<file path="config.mk">
export PLATFORM = sky130hd
export DESIGN_NAME = window_result_packer
export DESIGN_NICKNAME = d
export VERILOG_FILES = /design/src/rtl/window_analysis_pkg.sv /design/src/rtl/window_byte_tx.sv /design/src/rtl/window_result_packer.sv
export SDC_FILE = /design/constraint.sdc
export NUM_CORES = 1
export LEC_CHECK = 0
export CAP_MARGIN = 20
export CORE_UTILIZATION = 46
export CTS_CLUSTER_DIAMETER = 60
export DETAILED_ROUTE_END_ITERATION = 12
export GPL_TIMING_DRIVEN = 0
export HOLD_SLACK_MARGIN = 0.02
export PLACE_DENSITY = 0.85
export SETUP_SLACK_MARGIN = 0.05
export SLEW_MARGIN = 5
export SYNTH_ARGS = -nofsm -noshare
export SYNTH_HDL_FRONTEND = slang
export SYNTH_SLANG_ARGS = --single-unit
</file>
<file path="constraint.sdc">
create_clock -name clk -period 5.8 [get_ports clk]
set_input_delay 1.45 -clock clk [delete_from_list [all_inputs] [get_ports clk]]
set_output_delay 1.45 -clock clk [all_outputs]
set_load 0.01 [all_outputs]
</file>
<file path="src/rtl/window_analysis_pkg.sv">
// ---------------------------------------------------------------------------
// window_analysis_pkg
// Shared definitions for the window_analysis result path:
//   - analyser geometry and the derived READ_DATA_SIZE of one FIFO record
//   - record field widths/offsets {cycle_number, zero_offset, max_amp, max_time}
//   - FIFO state bit indices, frame header byte, packer state encoding
//   - helpers to slice a padded record into bytes and to fold its checksum
// Optional feature macro: WINDOW_PACKER_CHECKSUM_EN (adds the CSUM state).
// ---------------------------------------------------------------------------
package window_analysis_pkg;

    localparam int SAMPLE_DATA_SIZE  = 4;
    localparam int WINDOW_POW_SIZE   = 5;
    localparam int CYCLE_NUMBER_SIZE = 5;
    localparam int READ_DATA_SIZE    = WINDOW_POW_SIZE + 2*SAMPLE_DATA_SIZE
                                     + $clog2(WINDOW_POW_SIZE) - 1 + CYCLE_NUMBER_SIZE;

    // Record field widths, LSB field first
    localparam int MAX_TIME_W    = SAMPLE_DATA_SIZE;
    localparam int MAX_AMP_W     = SAMPLE_DATA_SIZE;
    localparam int ZERO_OFFSET_W = WINDOW_POW_SIZE + $clog2(WINDOW_POW_SIZE) - 1;
    localparam int CYCLE_W       = CYCLE_NUMBER_SIZE;

    localparam int MAX_TIME_OFS    = 0;
    localparam int MAX_AMP_OFS     = MAX_TIME_OFS + MAX_TIME_W;
    localparam int ZERO_OFFSET_OFS = MAX_AMP_OFS + MAX_AMP_W;
    localparam int CYCLE_OFS       = ZERO_OFFSET_OFS + ZERO_OFFSET_W;

    // fifo_state_in bit positions
    localparam int FIFO_FULL   = 3;
    localparam int FIFO_EMPTY  = 2;
    localparam int FIFO_AFULL  = 1;
    localparam int FIFO_AEMPTY = 0;

    localparam logic [7:0] HEADER_BYTE = 8'hA5;

    // Record is zero-padded in its MSBs up to a whole number of bytes
    localparam int NBYTES = (READ_DATA_SIZE + 7) / 8;
    localparam int PAD_W  = 8 * NBYTES;
    localparam int IDX_W  = $clog2(NBYTES + 1);
    localparam int LAT_W  = 3;

    typedef enum logic [2:0] {
        ST_IDLE = 3'd0,
        ST_POP  = 3'd1,
        ST_WAIT = 3'd2,
        ST_HDR  = 3'd3,
        ST_DATA = 3'd4
`ifdef WINDOW_PACKER_CHECKSUM_EN
        ,
        ST_CSUM = 3'd5
`endif
    } packer_state_e;

    // Byte idx of the padded record (idx 0 = least significant byte)
    function automatic logic [7:0] record_byte(input logic [PAD_W-1:0] rec, input int idx);
        return rec[idx*8 +: 8];
    endfunction

    // XOR of all record bytes; header is not part of the checksum
    function automatic logic [7:0] record_xor(input logic [PAD_W-1:0] rec);
        logic [7:0] acc;
        acc = 8'h00;
        for (int i = 0; i < NBYTES; i++) begin
            acc = acc ^ rec[i*8 +: 8];
        end
        return acc;
    endfunction

endpackage

</file>
<file path="src/rtl/window_byte_tx.sv">
// ---------------------------------------------------------------------------
// window_byte_tx
// Single-entry output byte register for a valid/ready stream. A load places a
// byte (and its last flag) in the register and raises valid; the byte is held
// unchanged until the sink accepts it. The controller only loads when the slot
// is free or being accepted in the same clock, so no skid buffer is needed.
// Ports:
//   clk        in   clock
//   i_nrst     in   synchronous active-low reset
//   i_load     in   write i_data/i_last into the slot, valid=1
//   i_data     in   byte to send
//   i_last     in   last-byte-of-frame flag for i_data
//   i_ready    in   sink ready
//   o_data     out  registered stream byte
//   o_valid    out  registered valid
//   o_last     out  registered last flag
//   o_accept   out  o_valid && i_ready (handshake completes this clock)
// ---------------------------------------------------------------------------
module window_byte_tx (
    input  logic       clk,
    input  logic       i_nrst,
    input  logic       i_load,
    input  logic [7:0] i_data,
    input  logic       i_last,
    input  logic       i_ready,
    output logic [7:0] o_data,
    output logic       o_valid,
    output logic       o_last,
    output logic       o_accept
);

    logic [7:0] r_data;
    logic       r_valid;
    logic       r_last;

    // Byte slot: load has priority over the accept that frees the slot
    always_ff @(posedge clk) begin
        if (!i_nrst) begin
            r_data  <= 8'h00;
            r_valid <= 1'b0;
            r_last  <= 1'b0;
        end else if (i_load) begin
            r_data  <= i_data;
            r_valid <= 1'b1;
            r_last  <= i_last;
        end else if (r_valid && i_ready) begin
            r_valid <= 1'b0;
            r_last  <= 1'b0;
        end else begin
            r_data  <= r_data;
            r_valid <= r_valid;
            r_last  <= r_last;
        end
    end

    assign o_data   = r_data;
    assign o_valid  = r_valid;
    assign o_last   = r_last;
    assign o_accept = r_valid && i_ready;

endmodule

</file>
<file path="src/rtl/window_result_packer.sv">
// ---------------------------------------------------------------------------
// window_result_packer
// Drains the window_analysis result FIFO one record at a time and sends each
// record as a byte frame: HEADER_BYTE, record bytes MSB first, and (with
// WINDOW_PACKER_CHECKSUM_EN defined) an XOR checksum of the record bytes.
// Ports:
//   clk              in   system clock
//   nrst_in          in   synchronous active-low reset
//   fifo_state_in    in   [3] full [2] empty [1] almost full [0] almost empty
//   read_data_in     in   record {cycle_number, zero_offset, max_amp, max_time}
//   read_enable_out  out  one-clock FIFO pop strobe
//   tx_data_out      out  stream byte
//   tx_valid_out     out  stream valid
//   tx_ready_in      in   stream ready
//   tx_last_out      out  last byte of frame
//   busy_out         out  FSM not idle
//   overflow_out     out  sticky FIFO-full flag
//   clear_in         in   clears overflow_out (a full in the same clock wins)
//   frame_count_out  out  completed frames, wraps
// Macro: WINDOW_PACKER_CHECKSUM_EN enables the trailing checksum byte.
// ---------------------------------------------------------------------------
module window_result_packer
    import window_analysis_pkg::*;
#(
    parameter int READ_LATENCY = 1
) (
    input  logic                      clk,
    input  logic                      nrst_in,
    input  logic [3:0]                fifo_state_in,
    input  logic [READ_DATA_SIZE-1:0] read_data_in,
    output logic                      read_enable_out,
    output logic [7:0]                tx_data_out,
    output logic                      tx_valid_out,
    input  logic                      tx_ready_in,
    output logic                      tx_last_out,
    output logic                      busy_out,
    output logic                      overflow_out,
    input  logic                      clear_in,
    output logic [15:0]               frame_count_out
);

`ifdef WINDOW_PACKER_CHECKSUM_EN
    localparam bit CSUM_EN = 1'b1;
`else
    localparam bit CSUM_EN = 1'b0;
`endif

    packer_state_e             r_state;
    logic [READ_DATA_SIZE-1:0] r_record;
    logic [LAT_W-1:0]          r_lat_cnt;
    logic [IDX_W-1:0]          r_idx;
    logic                      r_read_enable;
    logic                      r_busy;
    logic                      r_overflow;
    logic [15:0]               r_frame_count;

    logic [PAD_W-1:0] w_rec_pad;
    logic             w_load;
    logic [7:0]       w_load_data;
    logic             w_load_last;
    logic             w_accept;
    logic             w_unused;

    assign w_rec_pad = PAD_W'(r_record);
    // Almost-full/almost-empty are informational only for this drain
    assign w_unused  = &{1'b0, fifo_state_in[FIFO_AFULL], fifo_state_in[FIFO_AEMPTY]};

    // Byte to load into the output slot: header as the record is captured,
    // then the next data (or checksum) byte on each accept
    always_comb begin
        w_load      = 1'b0;
        w_load_data = 8'h00;
        w_load_last = 1'b0;
        case (r_state)
            ST_WAIT: begin
                if (r_lat_cnt == LAT_W'(0)) begin
                    w_load      = 1'b1;
                    w_load_data = HEADER_BYTE;
                end else begin
                    w_load = 1'b0;
                end
            end
            ST_HDR: begin
                if (w_accept) begin
                    w_load      = 1'b1;
                    w_load_data = record_byte(w_rec_pad, NBYTES - 1);
                    w_load_last = (NBYTES == 1) && !CSUM_EN;
                end else begin
                    w_load = 1'b0;
                end
            end
            ST_DATA: begin
                if (w_accept && (r_idx != IDX_W'(0))) begin
                    w_load      = 1'b1;
                    w_load_data = record_byte(w_rec_pad, int'(r_idx) - 1);
                    w_load_last = (r_idx == IDX_W'(1)) && !CSUM_EN;
                end else if (w_accept && CSUM_EN) begin
                    w_load      = 1'b1;
                    w_load_data = record_xor(w_rec_pad);
                    w_load_last = 1'b1;
                end else begin
                    w_load = 1'b0;
                end
            end
            default: begin
                w_load = 1'b0;
            end
        endcase
    end

    window_byte_tx u_byte_tx (
        .clk      (clk),
        .i_nrst   (nrst_in),
        .i_load   (w_load),
        .i_data   (w_load_data),
        .i_last   (w_load_last),
        .i_ready  (tx_ready_in),
        .o_data   (tx_data_out),
        .o_valid  (tx_valid_out),
        .o_last   (tx_last_out),
        .o_accept (w_accept)
    );

    // Frame sequencer: one pop, latency wait, header, data bytes, optional checksum
    always_ff @(posedge clk) begin
        if (!nrst_in) begin
            r_state       <= ST_IDLE;
            r_record      <= '0;
            r_lat_cnt     <= '0;
            r_idx         <= '0;
            r_read_enable <= 1'b0;
            r_busy        <= 1'b0;
            r_frame_count <= 16'h0000;
        end else begin
            case (r_state)
                ST_IDLE: begin
                    if (!fifo_state_in[FIFO_EMPTY]) begin
                        r_state       <= ST_POP;
                        r_read_enable <= 1'b1;
                        r_busy        <= 1'b1;
                    end else begin
                        r_state <= ST_IDLE;
                    end
                end
                ST_POP: begin
                    r_read_enable <= 1'b0;
                    r_lat_cnt     <= LAT_W'(READ_LATENCY - 1);
                    r_state       <= ST_WAIT;
                end
                ST_WAIT: begin
                    if (r_lat_cnt == LAT_W'(0)) begin
                        r_record <= read_data_in;
                        r_state  <= ST_HDR;
                    end else begin
                        r_lat_cnt <= r_lat_cnt - LAT_W'(1);
                    end
                end
                ST_HDR: begin
                    if (w_accept) begin
                        r_idx   <= IDX_W'(NBYTES - 1);
                        r_state <= ST_DATA;
                    end else begin
                        r_state <= ST_HDR;
                    end
                end
                ST_DATA: begin
                    if (w_accept && (r_idx != IDX_W'(0))) begin
                        r_idx <= r_idx - IDX_W'(1);
                    end else if (w_accept) begin
`ifdef WINDOW_PACKER_CHECKSUM_EN
                        r_state <= ST_CSUM;
`else
                        r_state       <= ST_IDLE;
                        r_busy        <= 1'b0;
                        r_frame_count <= r_frame_count + 16'd1;
`endif
                    end else begin
                        r_state <= ST_DATA;
                    end
                end
`ifdef WINDOW_PACKER_CHECKSUM_EN
                ST_CSUM: begin
                    if (w_accept) begin
                        r_state       <= ST_IDLE;
                        r_busy        <= 1'b0;
                        r_frame_count <= r_frame_count + 16'd1;
                    end else begin
                        r_state <= ST_CSUM;
                    end
                end
`endif
                default: begin
                    r_state       <= ST_IDLE;
                    r_read_enable <= 1'b0;
                    r_busy        <= 1'b0;
                end
            endcase
        end
    end

    // Sticky overflow: a full indication beats a simultaneous clear
    always_ff @(posedge clk) begin
        if (!nrst_in) begin
            r_overflow <= 1'b0;
        end else if (fifo_state_in[FIFO_FULL]) begin
            r_overflow <= 1'b1;
        end else if (clear_in) begin
            r_overflow <= 1'b0;
        end else begin
            r_overflow <= r_overflow;
        end
    end

    assign read_enable_out = r_read_enable;
    assign busy_out        = r_busy;
    assign overflow_out    = r_overflow;
    assign frame_count_out = r_frame_count;

endmodule
</file>
Yosys cells after proc, flatten, opt, wreduce, memory -nomap -nowiden --
Cells that the tools add are included.
Storage, ports and cells: register bits after elaboration 57, input bits 28, output and inout port bits 29, logic and storage cells 79
Operators by class: add/sub/neg operators 4, eq/ne operators 12, shift-type cells 1, multiplexer cells 30, bitwise logic cells 3, reduce and logical (&&, ||, !) cells 18
Operators with widths (count):
- $pmux W8 S3 | 1
- $shiftx A24 B6 Y8 | 1
- $add A16 B1 Y16 const B | 1
- $mux W8 | 2
- $mux W3 | 5
- $pmux W3 S5 | 1
- $ne A2 B2 Y1 const B | 7
- $mux W1 | 13
- $reduce_bool A2 Y1 | 5
- $reduce_and A2 Y1 | 4
- $eq A3 B2 Y1 const B | 2
- $logic_not A3 Y1 | 2
- $pmux W1 S3 | 2
- $pmux W3 S2 | 1
- $reduce_and A3 Y1 | 2
- $reduce_or A3 Y1 | 2
- $mux W2 | 2
- $mux W4 | 1
- $pmux W2 S2 | 1
- $reduce_and A4 Y1 | 1
- $eq A3 B1 Y1 const B | 1
- $eq A3 B3 Y1 const B | 1
- $not A1 Y1 | 3
- $sub A2 B1 Y3 const B | 1
- 5 further kinds | 6

Logic depth before layout (Yosys ltp) --
Gate-level depths: netlist of run 1.
depth after elaboration 5, gate-level depth with buffers 8, mapped depth without buffers 7

Modules after synthesis --
A second synthesis of run 1 with hierarchy kept.
Unflattened totals: cells, all modules 317, area, all modules 2587.5 µm²
Modules (own cells, without submodules):
- window_result_packer | instances 1, cells each 284, area each 2207.1 µm², sequential area each 940.9 µm²
- window_byte_tx | instances 1, cells each 33, area each 380.4 µm², sequential area each 200.2 µm²

Worst setup path before layout of run 1 --
OpenSTA, ideal clock, no wires.
kind input -> register, start input port tx_ready_in, end register u_byte_tx.r_data[0], in the netlist u_byte_tx.o_data[0], setup time 0.119 ns, arrival time 2.481 ns, required time 5.681 ns, slack 3.200 ns, stages on the path 5, path buffers 1, cells stage by stage and3_1 > o21a_1 > or2_0 > buf_2 > o221a_2
Between the ends: word-level cells in the longest chain between the ends 4, elaborated cells between the ends (all ways) 8, those cells by class mux (6); reduce/logical (2)
Ends and longest elaborated chain:
- from (decl) | RTL line window_result_packer.sv:34 | input logic tx_ready_in,
- $logic_and A1 B1 Y1 (*) | RTL line window_byte_tx.sv:59 | assign o_accept = r_valid && i_ready;
- $logic_and A1 B1 Y1 | RTL line window_result_packer.sv:93 | if (w_accept && (r_idx != IDX_W'(0))) begin
- $mux W8 or $mux W1 (tied branches) | RTL line window_result_packer.sv:93
- $pmux W8 S3 or $pmux W1 S3 (tied branches) | RTL line window_result_packer.sv:74 | case (r_state)
- to (signal assigned) | RTL line window_byte_tx.sv:43 | r_data <= i_data;
- to (signal assigned) | RTL line window_byte_tx.sv:50 | r_data <= r_data;
- to (decl) | RTL line window_byte_tx.sv:32 | logic [7:0] r_data;
Every way passes the cells marked *; elsewhere a longest branch is shown, timed or not. A chain may end at the register's enable or synchronous reset.

Worst setup path after layout of run 1 --
Ends and elaborated chain as after synthesis.

==> metrics.md, run 1 <==
| Metric | Value |
|---|---|
| Outcome | `finished clean` |
| Crit path from | `tx_ready_in` |
| #FFs+latches synth | `57` |
| Final hold vios | `0` |
| Placed instance area | `0.003188 mm2` |
| Final worst path period share | `0.4961` |
| Leak | `1.175 nW` |
| Flop-to-flop setup slack | `3.68 ns` |
| CTS resizes | `0` |
| Vias in the first global route | `2,380` |
| Clock Sinks | `57` |
| Critical path class | `in -> reg` |
| Core ar. | `0.005238 mm2` |
| Most common cell after layout, fill and taps aside | `dfxtp_1` |
| Critical Path End | `u_byte_tx.o_data[0]` |
| Die ar. | `0.005868 mm2` |
| Drt pass-1 iters | `4` |
| Slew @ Worst Pin | `0.6596 ns` |
| DRC | `0` |
| Syn nets | `339` |
| Fin nets | `404` |
| Min cycle time layout | `2.877 ns` |
| Clk slew on worst S/H paths | `0.06 ns` |
| VDD IR max | `0.0002362 V` |
| Synth Warn # | `0` |
| Gpl congestion | `0.8278` |
| FP Rows | `26` |
| F_max | `347.6 MHz` |
| Initial antenna violation count | `0` |
| Port bufs | `54` |
| Worst min path class | `reg -> reg` |
| Register area share after synthesis | `0.4457` |
| Overall routing resource usage | `0.2352` |
| Layout cells sized above 1 | `0.06915` |
| R2r endpoint | `u_byte_tx.o_data[3]` |
| Setup violators final | `0` |
| Total grt overflow | `0` |
| Drt via density | `5.534` |
| Final std cell area, no fill | `0.003398 mm2` |
| Max-Cap Viols | `0` |
| Main flop type after synthesis | `dfxtp_1` |
| Footprint of the multi-input gates | `0.001310 mm2` |
| Slew margin rel. | `0.5602` |
| Commonest cells after routing, fill and taps aside | `dfxtp_1 (57), nand2_1 (54), clkdlybuf4s50_1 (54)` |
| Cells after Synth | `306` |
| First-pass GRT wire length | `10.83 mm` |
| Fin. max-slew vios | `0` |
| Count of cell types in the netlist | `43` |
| CTS Buffer Depth | `2` |
| Maximum number of pins on one net before global-route repair | `11` |
| Die X-Extent | `76.60 um` |
| Crit path capture type | `flip-flop` |
| Async SR Flop Fraction | `0` |
| Die Height | `76.60 um` |
| Critical Path RT | `6.03 ns` |
| Clock Latency Late Sink | `0.35 ns` |
| Filler cell count | `448` |
| Post-synth EDFFs | `0` |
| Top Ports | `57` |
| Starting Density | `0.4888` |
| R2r startpoint | `r_idx[0]` |
| TritonCTS clock tree | `done` |
| Post-CTS Hold Buffers | `0` |
| Worst Clk Skew | `0.007065 ns` |
| Critical path arrival | `3.11 ns` |
| Register area | `0.001141 mm2` |
| Wire length per cell | `14.34 um` |
| Startpoint Class | `primary input` |
| N_diodes | `0` |
| CTS root buf | `clkbuf_8` |
| Initial DRC Count | `171` |
| Htree depth | `3` |
| RSZ-0062 raised after global routing | `false` |
| CP Max Fanout | `8` |
| Total CTS buffers | `9` |
| Worst r2r path cells | `7` |
| Drt total wl | `6.397 mm` |
| Final ANT Viol Nets | `0` |
| DR vias | `2,468` |
| Synthesized cell area | `0.002560 mm2` |
| DPL Wire Length | `4.497 mm` |
| Area Growth Syn to Fin | `32.75%` |
| Setup TNS | `0 ns` |
| Pwr dens | `277.9 mW/mm2` |
| Post-CTS setup repair buffer count | `0` |
| Avg Inst Size Synth | `8.366 um2` |
==> sequential cells by signal, indices dropped and copies added (netlist names) <==
register and count:
r_idx 2, u_byte_tx.o_valid 1, r_state 3, u_byte_tx.o_last 1, r_record 20, overflow_out 1
frame_count_out 16, u_byte_tx.o_data 8, busy_out 1, r_lat_cnt 3, read_enable_out 1
==> cell type report <==
cell class,instances,share of cell area
buffer,18,0.02099
clock buffer,10,0.03756
clock inverter,6,0.02430
inverter,10,0.01105
multi-input combinational,221,0.3855
sequential,57,0.3358
tap,70,0.02577
timing repair buffer,54,0.1591
==> cell families after synthesis <==
group,count (synthesis),share of synthesized area
XOR/XNOR,6,0.02053
AND/OR/NAND/NOR,125,0.2488
flip-flops,57,0.4457
adder cells (fa/ha/maj),5,0.02444
AO/OA/AOI/OAI,77,0.1867
multiplexers,8,0.03128
buffers and inverters,28,0.04252
==> report_power, final <==
group | leakage, nW | total, W | switching (W) | internal, W
combinational | 0.606 | 0.000116 | 0.0000608 | 0.0000550
clock | 0.106 | 0.000401 | 0.000162 | 0.000239
sequential | 0.463 | 0.000427 | 0.0000151 | 0.000412
==> worst max-delay path, stage by stage <==
cell	delay, ns
clkdlybuf4s50_1	0.47
and3_1	0.25
o21a_1	0.28
or2_0	0.24
buf_2	0.16
o221a_2	0.27
==> cells in the mapped netlist, types with 2 or more instances <==
cell type | n | area share
clkbuf_1 | 15 | 0.022
nand2_1 | 54 | 0.079
nand4_1 | 5 | 0.012
and3_1 | 5 | 0.012
o22ai_1 | 2 | 0.0049
inv_1 | 9 | 0.013
and2_1 | 3 | 0.0073
nor2b_1 | 4 | 0.0098
nor3_1 | 2 | 0.0039
nand3_1 | 6 | 0.012
nor2_1 | 17 | 0.025
nand3b_1 | 2 | 0.0059
o21ai_0 | 10 | 0.020
o31ai_1 | 7 | 0.021
a21oi_1 | 34 | 0.066
buf_2 | 3 | 0.0059
dfxtp_1 | 57 | 0.45
or3_1 | 5 | 0.012
o21bai_1 | 2 | 0.0059
nand2b_1 | 3 | 0.0073
o21a_1 | 4 | 0.012
o211a_1 | 3 | 0.012
or4_1 | 7 | 0.021
xor2_1 | 6 | 0.021
and4_1 | 2 | 0.0068
o21ai_1 | 3 | 0.0059
o221a_2 | 3 | 0.013
nor3b_1 | 3 | 0.0088
a22oi_1 | 3 | 0.0088
a211oi_1 | 3 | 0.0088
ha_1 | 5 | 0.024
mux2i_1 | 8 | 0.031
==> stage by stage <==
stage / cells / power, W / setup slack, ns / hold WS (ns) / util
after global routing: 446 / 0.0009813 / 2.840 / 0.4801 / 0.6488
after global placement: 430 / 0.0005466 / 2.575 / 0.4433 / 0.6087
after detailed placement: 430 / 0.0005504 / 2.562 / 0.4466 / 0.6087
after floorplan: 306 / 0.0004953 / 3.200 / 0.4316 / -
after CTS: 446 / 0.0009472 / 2.924 / 0.4553 / 0.6488
final: 446 / 0.0009443 / 2.923 / 0.4553 / 0.6488
==> layer usage <==
| metal | part of all wire | global-route usage |
|---|---|---|
| met5 | 0 | 0 |
| met4 | 0.027 | 0.1346 |
| met3 | 0.050 | 0.05150 |
| met2 | 0.48 | 0.3874 |
| met1 | 0.44 | 0.2818 |
==> worst min path at each step <==
stage	startpoint	end	slack, ns	depth (start not counted)
6_report	r_record[11]	r_record[11]	0.46	2
2_1_floorplan	r_record[10]	r_record[10]	0.43	2
3_5_place_dp	r_record[11]	r_record[11]	0.45	2
5_1_grt	r_record[8]	r_record[8]	0.48	2
3_3_place_gp	r_record[6]	r_record[6]	0.44	2
4_1_cts	r_record[11]	r_record[11]	0.46	2
Power figures use the tool's default switching activity.
==> run 2: changes to the inputs <==
==> constraint.sdc (replaced) <==
create_clock -name clk -period 2.9 [get_ports clk]
set_input_delay 0.725 -clock clk [delete_from_list [all_inputs] [get_ports clk]]
set_output_delay 0.725 -clock clk [all_outputs]
set_load 0.01 [all_outputs]
==> results of run 2 <==
Same layout as run 1 (identical final DEF). Status: finished clean.
Among the figures that moved: setup slack after placement 2.562 ns -> 0.3866 ns; setup slack after layout 2.923 ns -> 0.7479 ns; register-to-register setup slack 3.68 ns -> 0.78 ns; total power 0.0009443 W -> 0.001889 W; worst IR drop on VDD 0.0002362 V -> 0.0004724 V
